==> config.mk <==
export PLATFORM = sky130hd
export DESIGN_NAME = ff_bank_core_flat
export DESIGN_NICKNAME = d
export VERILOG_FILES = /design/src/rtl/ff_bank_core_if.sv /design/src/rtl/ff_bank_core.sv /design/src/flat_wrapper.sv
export SDC_FILE = /design/constraint.sdc
export NUM_CORES = 1
export LEC_CHECK = 0
export ABC_AREA = 1
export BUFFER_PORTS_ARGS = -buffer_cell sky130_fd_sc_hd__buf_2
export CORE_MARGIN = 10
export CORE_UTILIZATION = 31
export DETAILED_ROUTE_END_ITERATION = 8
export SLEW_MARGIN = 20
export SYNTH_ARGS = -nofsm -noshare
export SYNTH_HDL_FRONTEND = slang
export SYNTH_SLANG_ARGS = --single-unit
==> constraint.sdc <==
create_clock -name clk -period 4.4 [get_ports clk]
set_input_delay 0.44 -clock clk [delete_from_list [all_inputs] [get_ports clk]]
set_output_delay 0.44 -clock clk [all_outputs]
set_load 0.01 [all_outputs]
==> src/rtl/ff_bank_core_if.sv <==
// Control and status bundle for the multi-mode flip-flop bank.
// master drives mode/data/strobes; slave (the core) returns q, q_n, cnt and sr_err.
interface ff_bank_core_if #(
  parameter int WIDTH = 4,
  parameter int CNT_W = 8
);
  logic             ena;
  logic [1:0]       mode;
  logic [WIDTH-1:0] a;
  logic [WIDTH-1:0] b;
  logic             load;
  logic [WIDTH-1:0] load_val;
  logic             cnt_clr;
  logic [WIDTH-1:0] q;
  logic [WIDTH-1:0] q_n;
  logic [CNT_W-1:0] cnt;
  logic             sr_err;

  modport master (
    output ena, mode, a, b, load, load_val, cnt_clr,
    input  q, q_n, cnt, sr_err
  );

  modport slave (
    input  ena, mode, a, b, load, load_val, cnt_clr,
    output q, q_n, cnt, sr_err
  );
endinterface

==> src/rtl/ff_bank_core.sv <==
// WIDTH-channel T/D/JK/SR flip-flop bank with input synchronisers, parallel load, change counter, sticky SR flag.
// a/b reach q after SYNC_STAGES+1 edges, load after 1 edge; no backpressure (ena=0 simply freezes state).
module ff_bank_core #(
  parameter int WIDTH       = 4,
  parameter int SYNC_STAGES = 2,
  parameter int CNT_W       = 8
) (
  input logic          clk,
  input logic          rst_n,
  ff_bank_core_if.slave bus
);

  localparam logic [1:0] MODE_T  = 2'b00;
  localparam logic [1:0] MODE_D  = 2'b01;
  localparam logic [1:0] MODE_JK = 2'b10;
  localparam logic [1:0] MODE_SR = 2'b11;

  logic [WIDTH-1:0] as;
  logic [WIDTH-1:0] bs;

  generate
    if (SYNC_STAGES == 0) begin : g_bypass
      assign as = bus.a;
      assign bs = bus.b;
    end else begin : g_sync
      // Stage 0 sits in the low WIDTH bits; the oldest sample is the top slice.
      logic [SYNC_STAGES*WIDTH-1:0] a_sync_q, a_sync_d;
      logic [SYNC_STAGES*WIDTH-1:0] b_sync_q, b_sync_d;

      always_comb begin
        a_sync_d = a_sync_q;
        b_sync_d = b_sync_q;
        a_sync_d[WIDTH-1:0] = bus.a;
        b_sync_d[WIDTH-1:0] = bus.b;
        for (int s = 1; s < SYNC_STAGES; s++) begin
          a_sync_d[s*WIDTH +: WIDTH] = a_sync_q[(s-1)*WIDTH +: WIDTH];
          b_sync_d[s*WIDTH +: WIDTH] = b_sync_q[(s-1)*WIDTH +: WIDTH];
        end
      end

      always_ff @(posedge clk or negedge rst_n) begin
        if (!rst_n) begin
          a_sync_q <= '0;
          b_sync_q <= '0;
        end else begin
          a_sync_q <= a_sync_d;
          b_sync_q <= b_sync_d;
        end
      end

      assign as = a_sync_q[(SYNC_STAGES-1)*WIDTH +: WIDTH];
      assign bs = b_sync_q[(SYNC_STAGES-1)*WIDTH +: WIDTH];
    end
  endgenerate

  logic [WIDTH-1:0] q_q, q_d;
  logic [CNT_W-1:0] cnt_q, cnt_d;
  logic             sr_err_q, sr_err_d;
  logic [WIDTH-1:0] nxt;
  logic             sr_illegal;

  always_comb begin
    nxt        = q_q;
    q_d        = q_q;
    cnt_d      = cnt_q;
    sr_err_d   = sr_err_q;
    sr_illegal = 1'b0;

    for (int i = 0; i < WIDTH; i++) begin
      case (bus.mode)
        MODE_T:  nxt[i] = q_q[i] ^ as[i];
        MODE_D:  nxt[i] = as[i];
        MODE_JK: begin
          case ({as[i], bs[i]})
            2'b01:   nxt[i] = 1'b0;
            2'b10:   nxt[i] = 1'b1;
            2'b11:   nxt[i] = ~q_q[i];
            default: nxt[i] = q_q[i];
          endcase
        end
        default: begin
          case ({as[i], bs[i]})
            2'b01:   nxt[i] = 1'b0;
            2'b10:   nxt[i] = 1'b1;
            default: nxt[i] = q_q[i];
          endcase
        end
      endcase
    end

    if (bus.load) begin
      nxt = bus.load_val;
    end else if (bus.mode == MODE_SR) begin
      sr_illegal = |(as & bs);
    end

    if (bus.ena) begin
      q_d = nxt;
      if ((nxt != q_q) && (cnt_q != {CNT_W{1'b1}})) begin
        cnt_d = cnt_q + {{(CNT_W-1){1'b0}}, 1'b1};
      end
      if (sr_illegal) begin
        sr_err_d = 1'b1;
      end
    end

    // Clear wins over increment/set and works with ena low; q is unaffected.
    if (bus.cnt_clr) begin
      cnt_d    = '0;
      sr_err_d = 1'b0;
    end
  end

  always_ff @(posedge clk or negedge rst_n) begin
    if (!rst_n) begin
      q_q      <= '0;
      cnt_q    <= '0;
      sr_err_q <= 1'b0;
    end else begin
      q_q      <= q_d;
      cnt_q    <= cnt_d;
      sr_err_q <= sr_err_d;
    end
  end

  assign bus.q      = q_q;
  assign bus.q_n    = ~q_q;
  assign bus.cnt    = cnt_q;
  assign bus.sr_err = sr_err_q;

endmodule

==> src/flat_wrapper.sv <==
// flat-port wrapper written by rule: the top's interface ports become plain ports
module ff_bank_core_flat 
#(
  parameter int WIDTH       = 4,
  parameter int SYNC_STAGES = 2,
  parameter int CNT_W       = 8
)
  (clk, rst_n, bus_ena, bus_mode, bus_a, bus_b, bus_load, bus_load_val, bus_cnt_clr, bus_q, bus_q_n, bus_cnt, bus_sr_err);
  ff_bank_core_if #(.WIDTH(WIDTH), .CNT_W(CNT_W)) bus_i ();
  input logic clk;
  input logic rst_n;
  input wire logic [$bits(bus_i.ena)-1:0] bus_ena;
  input wire logic [$bits(bus_i.mode)-1:0] bus_mode;
  input wire logic [$bits(bus_i.a)-1:0] bus_a;
  input wire logic [$bits(bus_i.b)-1:0] bus_b;
  input wire logic [$bits(bus_i.load)-1:0] bus_load;
  input wire logic [$bits(bus_i.load_val)-1:0] bus_load_val;
  input wire logic [$bits(bus_i.cnt_clr)-1:0] bus_cnt_clr;
  output wire logic [$bits(bus_i.q)-1:0] bus_q;
  output wire logic [$bits(bus_i.q_n)-1:0] bus_q_n;
  output wire logic [$bits(bus_i.cnt)-1:0] bus_cnt;
  output wire logic [$bits(bus_i.sr_err)-1:0] bus_sr_err;
  assign bus_i.ena = bus_ena;
  assign bus_i.mode = bus_mode;
  assign bus_i.a = bus_a;
  assign bus_i.b = bus_b;
  assign bus_i.load = bus_load;
  assign bus_i.load_val = bus_load_val;
  assign bus_i.cnt_clr = bus_cnt_clr;
  assign bus_q = bus_i.q;
  assign bus_q_n = bus_i.q_n;
  assign bus_cnt = bus_i.cnt;
  assign bus_sr_err = bus_i.sr_err;
  ff_bank_core #(.WIDTH(WIDTH), .SYNC_STAGES(SYNC_STAGES), .CNT_W(CNT_W)) u_core (.clk(clk), .rst_n(rst_n), .bus(bus_i));
endmodule
==> impl_metrics.py, run 1 <==
metrics = {
    "timing": {
        "skew_ns": 0.0123,
        "rsz0062_at_grt": "no",
        "fin_ws_ns": 2.33,
        "fmax_mhz": 483,
        "finalHoldViolCount": 0,
        "period_share_pct": 47.1,
        "finalCriticalPeriod_ns": 2.07,
        "tns_ns": 0,
        "worst_pin_slew_ns": 0.998,
        "maxSlewHeadroom_pct": 33.4,
        "setup_viol": 0,
        "slew_violations": 0,
    },
    "logic_synthesis": {
        "synth-simple-area-share_pct": 31.5,
        "netlist_area_um2": 1610,
        "ys.warnings.count": 0,
        "synthCells": 214,
        "synth_nets": 242,
        "synth_top_family_by_area": "simple AND/OR/NAND/NOR gates",
        "avgSynthCellArea_um2": 7.52,
        "synth.largest_area_cell": "dfrtp_1",
        "synth_top_area_share_pct": 45.1,
        "yosysSeqAreaShare_pct": 45.1,
        "synth_area_leaders": "dfrtp_1, nand2_1, inv_1",
        "synthMuxAreaShare_pct": 0,
        "synth_compound_area_share_pct": 5.13,
        "synth_xor_area_share_pct": 0,
        "ys_types": 22,
        "synth_seq_cells": 29,
        "synth-adder-area-share_pct": 7.00,
    },
    "drt": {
        "drt_iter0_drc": 102,
        "drt_wl_total_um": 3830,
        "drcViolationCount": 0,
        "avgRoutedWirePerCell_um": 11.8,
        "ant_nets": 0,
        "vias": 1426,
        "first_pass_iters": 4,
        "routed_via_density": 4.40,
    },
    "power_and_ir_drop": {
        "netSwitchingPower_uw": 196,
        "p_clk_share_pct": 37.0,
        "seqPwrFrac_pct": 46.0,
        "pwr_density_cell_nw_per_um2": 330,
        "p_leak_uw": 0.00108,
        "p_sw_share_pct": 30.5,
        "p_comb_share_pct": 16.9,
        "irDropWorstVdd_uv": 186,
        "totalPowerFinal_uw": 643,
        "p_int_uw": 447,
    },
    "global_routing": {
        "overflow": 0,
        "grtUsageTotal_pct": 9.65,
        "grt_pass1_vias": 1424,
        "antenna_found_initial": 0,
        "grt_max_degree": 30,
        "grt_pass1_wl_um": 6620,
    },
    "floorplan": {
        "start_util_pct": 31.7,
        "die_h_um": 92.0,
        "die_area_um2": 8470,
        "ios": 36,
        "chipWidth_um": 92.0,
        "placeableCoreArea_um2": 5070,
        "rows": 26,
    },
    "cells_and_area": {
        "n_antenna_cell": 0,
        "nNetsFinal": 281,
        "drive_gt1_share_pct": 19.3,
        "n_fill_cell": 563,
        "utilization_pct": 38.4,
        "area_growth_pct": 21.1,
        "stdcell_area_um2": 1950,
    },
    "placed_design": {
        "post-place-ws_ns": 2.36,
        "dp_hpwl_um": 2930,
        "gp_congestion": 0.802,
        "place_area_um2": 1850,
        "io_buffers": 35,
    },
    "clock_tree": {
        "cts_made_buffers": 5,
        "cts_tree": "yes",
        "cts_setup_buffers": 0,
        "cts.sinks": 29,
        "clkLatencyLatePin_ns": 0.29,
        "holdBufCountCts": 0,
        "cts_root_buf": "clkbuf_8",
        "cts_resized": 0,
        "clk_path_buf_depth": 2,
        "clkTransAtPathRegs_ns": 0.07,
        "htree_levels": 2,
    },
    "worst_setup_path": {
        "crit_type": "reg2reg",
        "cp_max_fo": 15,
        "start_kind": "flip-flop",
        "crit_path_end_kind": "flip-flop",
        "critPathRequiredTime_ns": 4.62,
        "arrival_ns": 2.29,
    },
    "min_path": {
        "hold_class": "in2async",
    },
    "run_status": {
        "outcome": "completed",
    },
    "flow_run": {
        "cap_violations": 0,
    },
}
==> layout by cell type (no fill, tap or decap), types with 3 or more instances in the layout <==
cell	instances
nand3_1	31
nand2_1	59
nor2_1	12
inv_1	42
dfrtp_1	29
a21oi_1	3
ha_1	9
nor3_1	3
buf_2	35
o21ai_0	6
clkbuf_8	6
nand4_1	6
==> Yosys cell counts <==
library cell  number
a21boi_1           1
a21oi_1            3
a21oi_2            2
buf_2              1
buf_6              1
clkbuf_1           1
dfrtp_1           29
ha_1               9
inv_1             42
inv_2              1
nand2_1           59
nand2_2            2
nand3_1           31
nand4_1            6
nor2_1            12
nor2_2             1
nor3_1             3
nor4_1             1
o21ai_0            6
o21ai_1            1
o21bai_1           1
or4_1              1
==> power by group through the flow <==
| stage | Combinational (µW) | Clock, µW | Sequential [µW] |
|---|---|---|---|
| 5_1_grt | 128 | 261 | 298 |
| 6_report | 109 | 238 | 296 |
| 2_1_floorplan | 68.3 | 0 | 301 |
| 3_3_place_gp | 109 | 0 | 301 |
| 3_5_place_dp | 111 | 0 | 301 |
| 4_1_cts | 111 | 248 | 296 |
==> layout make-up <==
cell class	instances	area (µm²)	share of cell area [%]
Inverter	43	161	8.29
Tap cell	70	87.6	4.50
Multi-Input combinational cell	139	702	36.0
Sequential cell	29	726	37.3
Clock buffer	6	82.6	4.24
Timing Repair Buffer	35	175	8.99
Clock inverter	2	13.8	0.706
==> critical path, stage by stage (launching register included) <==
cell      delay, ns
dfrtp_1        0.41
ha_1           0.24
nand3_1        0.14
nor4_1         0.08
a21boi_1       0.75
nand3_1        0.16
nand2_1        0.10
inv_1          0.04
nor2_1         0.08
==> sequential cells by signal, summed over array words and instances, names as in the netlist <==
name,count
u_core.bus.cnt,8
u_core.g_sync.a_sync_q,8
u_core.g_sync.b_sync_q,8
u_core.bus.q,4
u_core.bus.sr_err,1
==> metrics by stage <==
stage / cells / hold WS (ns)
6_report: 324 / 0.161
5_1_grt: 324 / 0.218
3_3_place_gp: 316 / 0.332
2_1_floorplan: 214 / 0.144
4_1_cts: 324 / 0.191
3_5_place_dp: 316 / 0.336
==> per-layer routing <==
layer	vias up	track usage [%]	share of wire [%]
met5	-	0	0
met1	650	10.9	44
met3	6	2.85	4.5
met2	24	16.3	49
li1	746	-	-
met4	0	4.63	2.3
==> kinds of logic after synthesis <==
kind of cell | Yosys count
AND/OR/NAND/NOR | 116
buffers and inverters | 46
flip-flops | 29
AO/OA/AOI/OAI | 14
adder cells (fa/ha/maj) | 9
==> final timing paths <==
kind                                                 from                   endpoint  slack [ns]  depth (start not counted)
min in group clk                                 bus_a[2]  u_core.g_sync.a_sync_q[2]        0.25                          1
worst max register to register          u_core.bus.cnt[0]          u_core.bus.cnt[7]        2.33                          8
worst max-delay path                    u_core.bus.cnt[0]          u_core.bus.cnt[7]        2.33                          8
worst min-delay path                                rst_n  u_core.g_sync.a_sync_q[6]        0.16                          1
max in group asynchronous                           rst_n  u_core.g_sync.a_sync_q[1]        3.81                          1
worst min register to register  u_core.g_sync.b_sync_q[0]  u_core.g_sync.b_sync_q[4]        0.34                          0
(Power assumes the default switching activity.)
==> run 2, diff against run 1 <==
- clock period: 4.4 -> 1.7 ns (I/O delays scaled with it)
==> run 2 against run 1 <==
Net effect:
- the flow now finishes with violations (setup timing)
- wire length rose by 17%
- final cell count rose by 11%
- critical path depth is 7 higher
- via count is 13% higher
- count of clock-buffer cells in the layout is 1 higher
- non-clock buffer count rose by 36
- critical path type unchanged
==> impl_metrics.py, run 2 (synthesis gave the netlist of run 1 again) <==
metrics = {
    "drt": {
        "drt_iter0_drc": 83,
        "avgRoutedWirePerCell_um": 12.4,
        "first_pass_iters": 4,
        "drt_wl_total_um": 4470,
        "routed_via_density": 4.48,
        "met2WireLength_um": 2280,
        "wl_met1_um": 1910,
        "ant_nets": 0,
        "vias": 1618,
        "top_layer_used": "met4",
        "drcViolationCount": 0,
        "dr_wl_met3_um": 172,
    },
    "floorplan": {
        "ios": 36,
        "start_util_pct": 31.7,
        "die_h_um": 92.0,
        "chipWidth_um": 92.0,
        "rows": 26,
        "placeableCoreArea_um2": 5070,
        "die_area_um2": 8470,
    },
    "global_routing": {
        "grt_pass1_wl_um": 7290,
        "grtUsageTotal_pct": 10.6,
        "grt_max_degree": 30,
        "overflow": 0,
        "grt_pass1_vias": 1596,
        "antenna_found_initial": 0,
    },
    "clock_tree": {
        "cts_made_buffers": 5,
        "htree_levels": 2,
        "cts_tree": "yes",
        "cts.sinks": 29,
        "clkLatencyLatePin_ns": 0.29,
        "clkTransAtPathRegs_ns": 0.06,
        "cts_root_buf": "clkbuf_8",
        "clk_path_buf_depth": 2,
    },
    "placed_design": {
        "post-place-ws_ns": -0.228,
        "io_buffers": 35,
        "dp_hpwl_um": 3120,
        "gp_congestion": 0.815,
        "place_inst": 342,
    },
    "flow_run": {
        "cap_violations": 0,
    },
    "cells_and_area": {
        "drive_gt1_share_pct": 41.6,
        "mostFrequentLayoutCells": "nand2_1, buf_2, inv_1",
        "area_growth_pct": 51.7,
        "n_antenna_cell": 0,
        "final_cells": 361,
        "final_common_cell": "nand2_1",
        "nNetsFinal": 318,
    },
    "power_and_ir_drop": {
        "pwr_density_cell_nw_per_um2": 764,
        "seqPwrFrac_pct": 40.6,
        "p_leak_uw": 0.00128,
        "p_int_uw": 1300,
        "irDropWorstVdd_uv": 494,
        "p_sw_share_pct": 30.1,
        "p_clk_share_pct": 33.8,
        "p_comb_share_pct": 25.6,
        "netSwitchingPower_uw": 561,
    },
    "worst_setup_path": {
        "max_stage_delay_ns": 0.42,
        "cp_max_fo": 8,
        "arrival_ns": 2.09,
        "path_cells": "ha_4, inv_2, nand2_1, nand3_1, nand2_1, inv_1, nand2_1, nand2_1, nand2_1, nand2_2, nor2_4, nand2_4, nand2_4, nand2_2, a21oi_2",
        "critPathRequiredTime_ns": 1.91,
        "crit_top_cell": "nand2_1",
        "regToRegSetupSlack_ns": -0.17,
        "crit_type": "reg2reg",
        "regToRegStartpoint": "u_core.g_sync.a_sync_q[4]",
        "start_kind": "flip-flop",
        "crit_path_end_kind": "flip-flop",
        "rr_endpoint": "u_core.bus.cnt[1]",
        "cpMaxStageDelayCell": "dfrtp_1",
        "rr_worst_depth": 15,
    },
    "run_status": {
        "violations": "setup timing",
        "outcome": "complete, but fails checks",
    },
    "timing": {
        "period_share_pct": 110,
        "maxSlewHeadroom_pct": 56.7,
        "tns_ns": -1.13,
        "rsz0062_at_grt": "yes",
        "hold_ws_ns": 0.0754,
        "slew_violations": 0,
        "fmax_mhz": 534,
        "fin_ws_ns": -0.174,
        "finalHoldViolCount": 0,
        "worst_pin_slew_ns": 0.649,
        "finalCriticalPeriod_ns": 1.87,
        "skew_ns": 0.00588,
        "setup_viol": 8,
    },
    "min_path": {
        "min_to": "u_core.bus.cnt[1]",
        "hold_path.startpoint": "bus_cnt_clr",
        "hold_class": "in2reg",
        "whs_path_depth": 2,
    },
}
[run 2: critical path, delay by kind of cell, from the launching register on]
| family | cells | cell delay (ns) |
|---|---|---|
| AND/OR/NAND/NOR | 11 | 0.90 |
| flip-flops | 1 | 0.42 |
| adder cells (fa/ha/maj) | 1 | 0.29 |
| AO/OA/AOI/OAI | 1 | 0.12 |
| buffers and inverters | 2 | 0.07 |
[run 2: final cells by class]
type / instances / area (µm²)
Tap cell: 70 / 87.6
Multi-Input combinational cell: 140 / 897
Inverter: 43 / 161
Timing Repair Buffer: 71 / 468
Fill cell: 510 / 2630
Clock buffer: 7 / 96.3
Sequential cell: 29 / 726
Clock inverter: 1 / 5.00
[run 2: worst max-delay path by stage]
stage / from / end / slack, ns / cells past startpoint
floorplan: u_core.g_sync.a_sync_q[7] / u_core.bus.cnt[0] / -0.04 / 14
global placement: u_core.g_sync.b_sync_q[7] / u_core.bus.cnt[0] / -0.20 / 14
detailed placement: u_core.g_sync.b_sync_q[7] / u_core.bus.cnt[7] / -0.23 / 15
CTS: u_core.g_sync.a_sync_q[4] / u_core.bus.cnt[2] / -0.14 / 16
global route: u_core.g_sync.a_sync_q[7] / u_core.bus.cnt[2] / -0.28 / 13
finish: u_core.g_sync.a_sync_q[4] / u_core.bus.cnt[1] / -0.17 / 15
[run 2: routing by layer]
metal | vias to the layer above | global-route usage, %
met5 | - | 0
met4 | 0 | 5.91
met3 | 8 | 2.85
met2 | 31 | 17.2
met1 | 757 | 12.4
li1 | 822 | -
[run 2: metrics by stage]
| stage | cell area, µm² | utilization [%] | total power [µW] |
|---|---|---|---|
| 6_report | 2440 | 48.1 | 1870 |
| 4_1_cts | 2300 | 45.3 | 1840 |
| 3_3_place_gp | 2050 | 40.3 | 1130 |
| 5_1_grt | 2440 | 48.1 | 1980 |
| 3_5_place_dp | 2050 | 40.3 | 1140 |
| 2_1_floorplan | 1610 | - | 956 |
[run 2: power groups by stage]
stage	clock network, µW	logic, µW	registers (µW)
finish	630	477	758
CTS	651	430	754
detailed placement	0	371	767
floorplan	0	177	778
global placement	0	368	767
global route	686	531	764
[run 2: timing repair]
item,CTS,global route
gates cloned,1,0
endpoints found under the setup margin,8,9
pin swaps,7,27
setup buffers,1,1
gates resized for setup,12,39
endpoints found under the hold margin,37,0
hold buffers,9,0
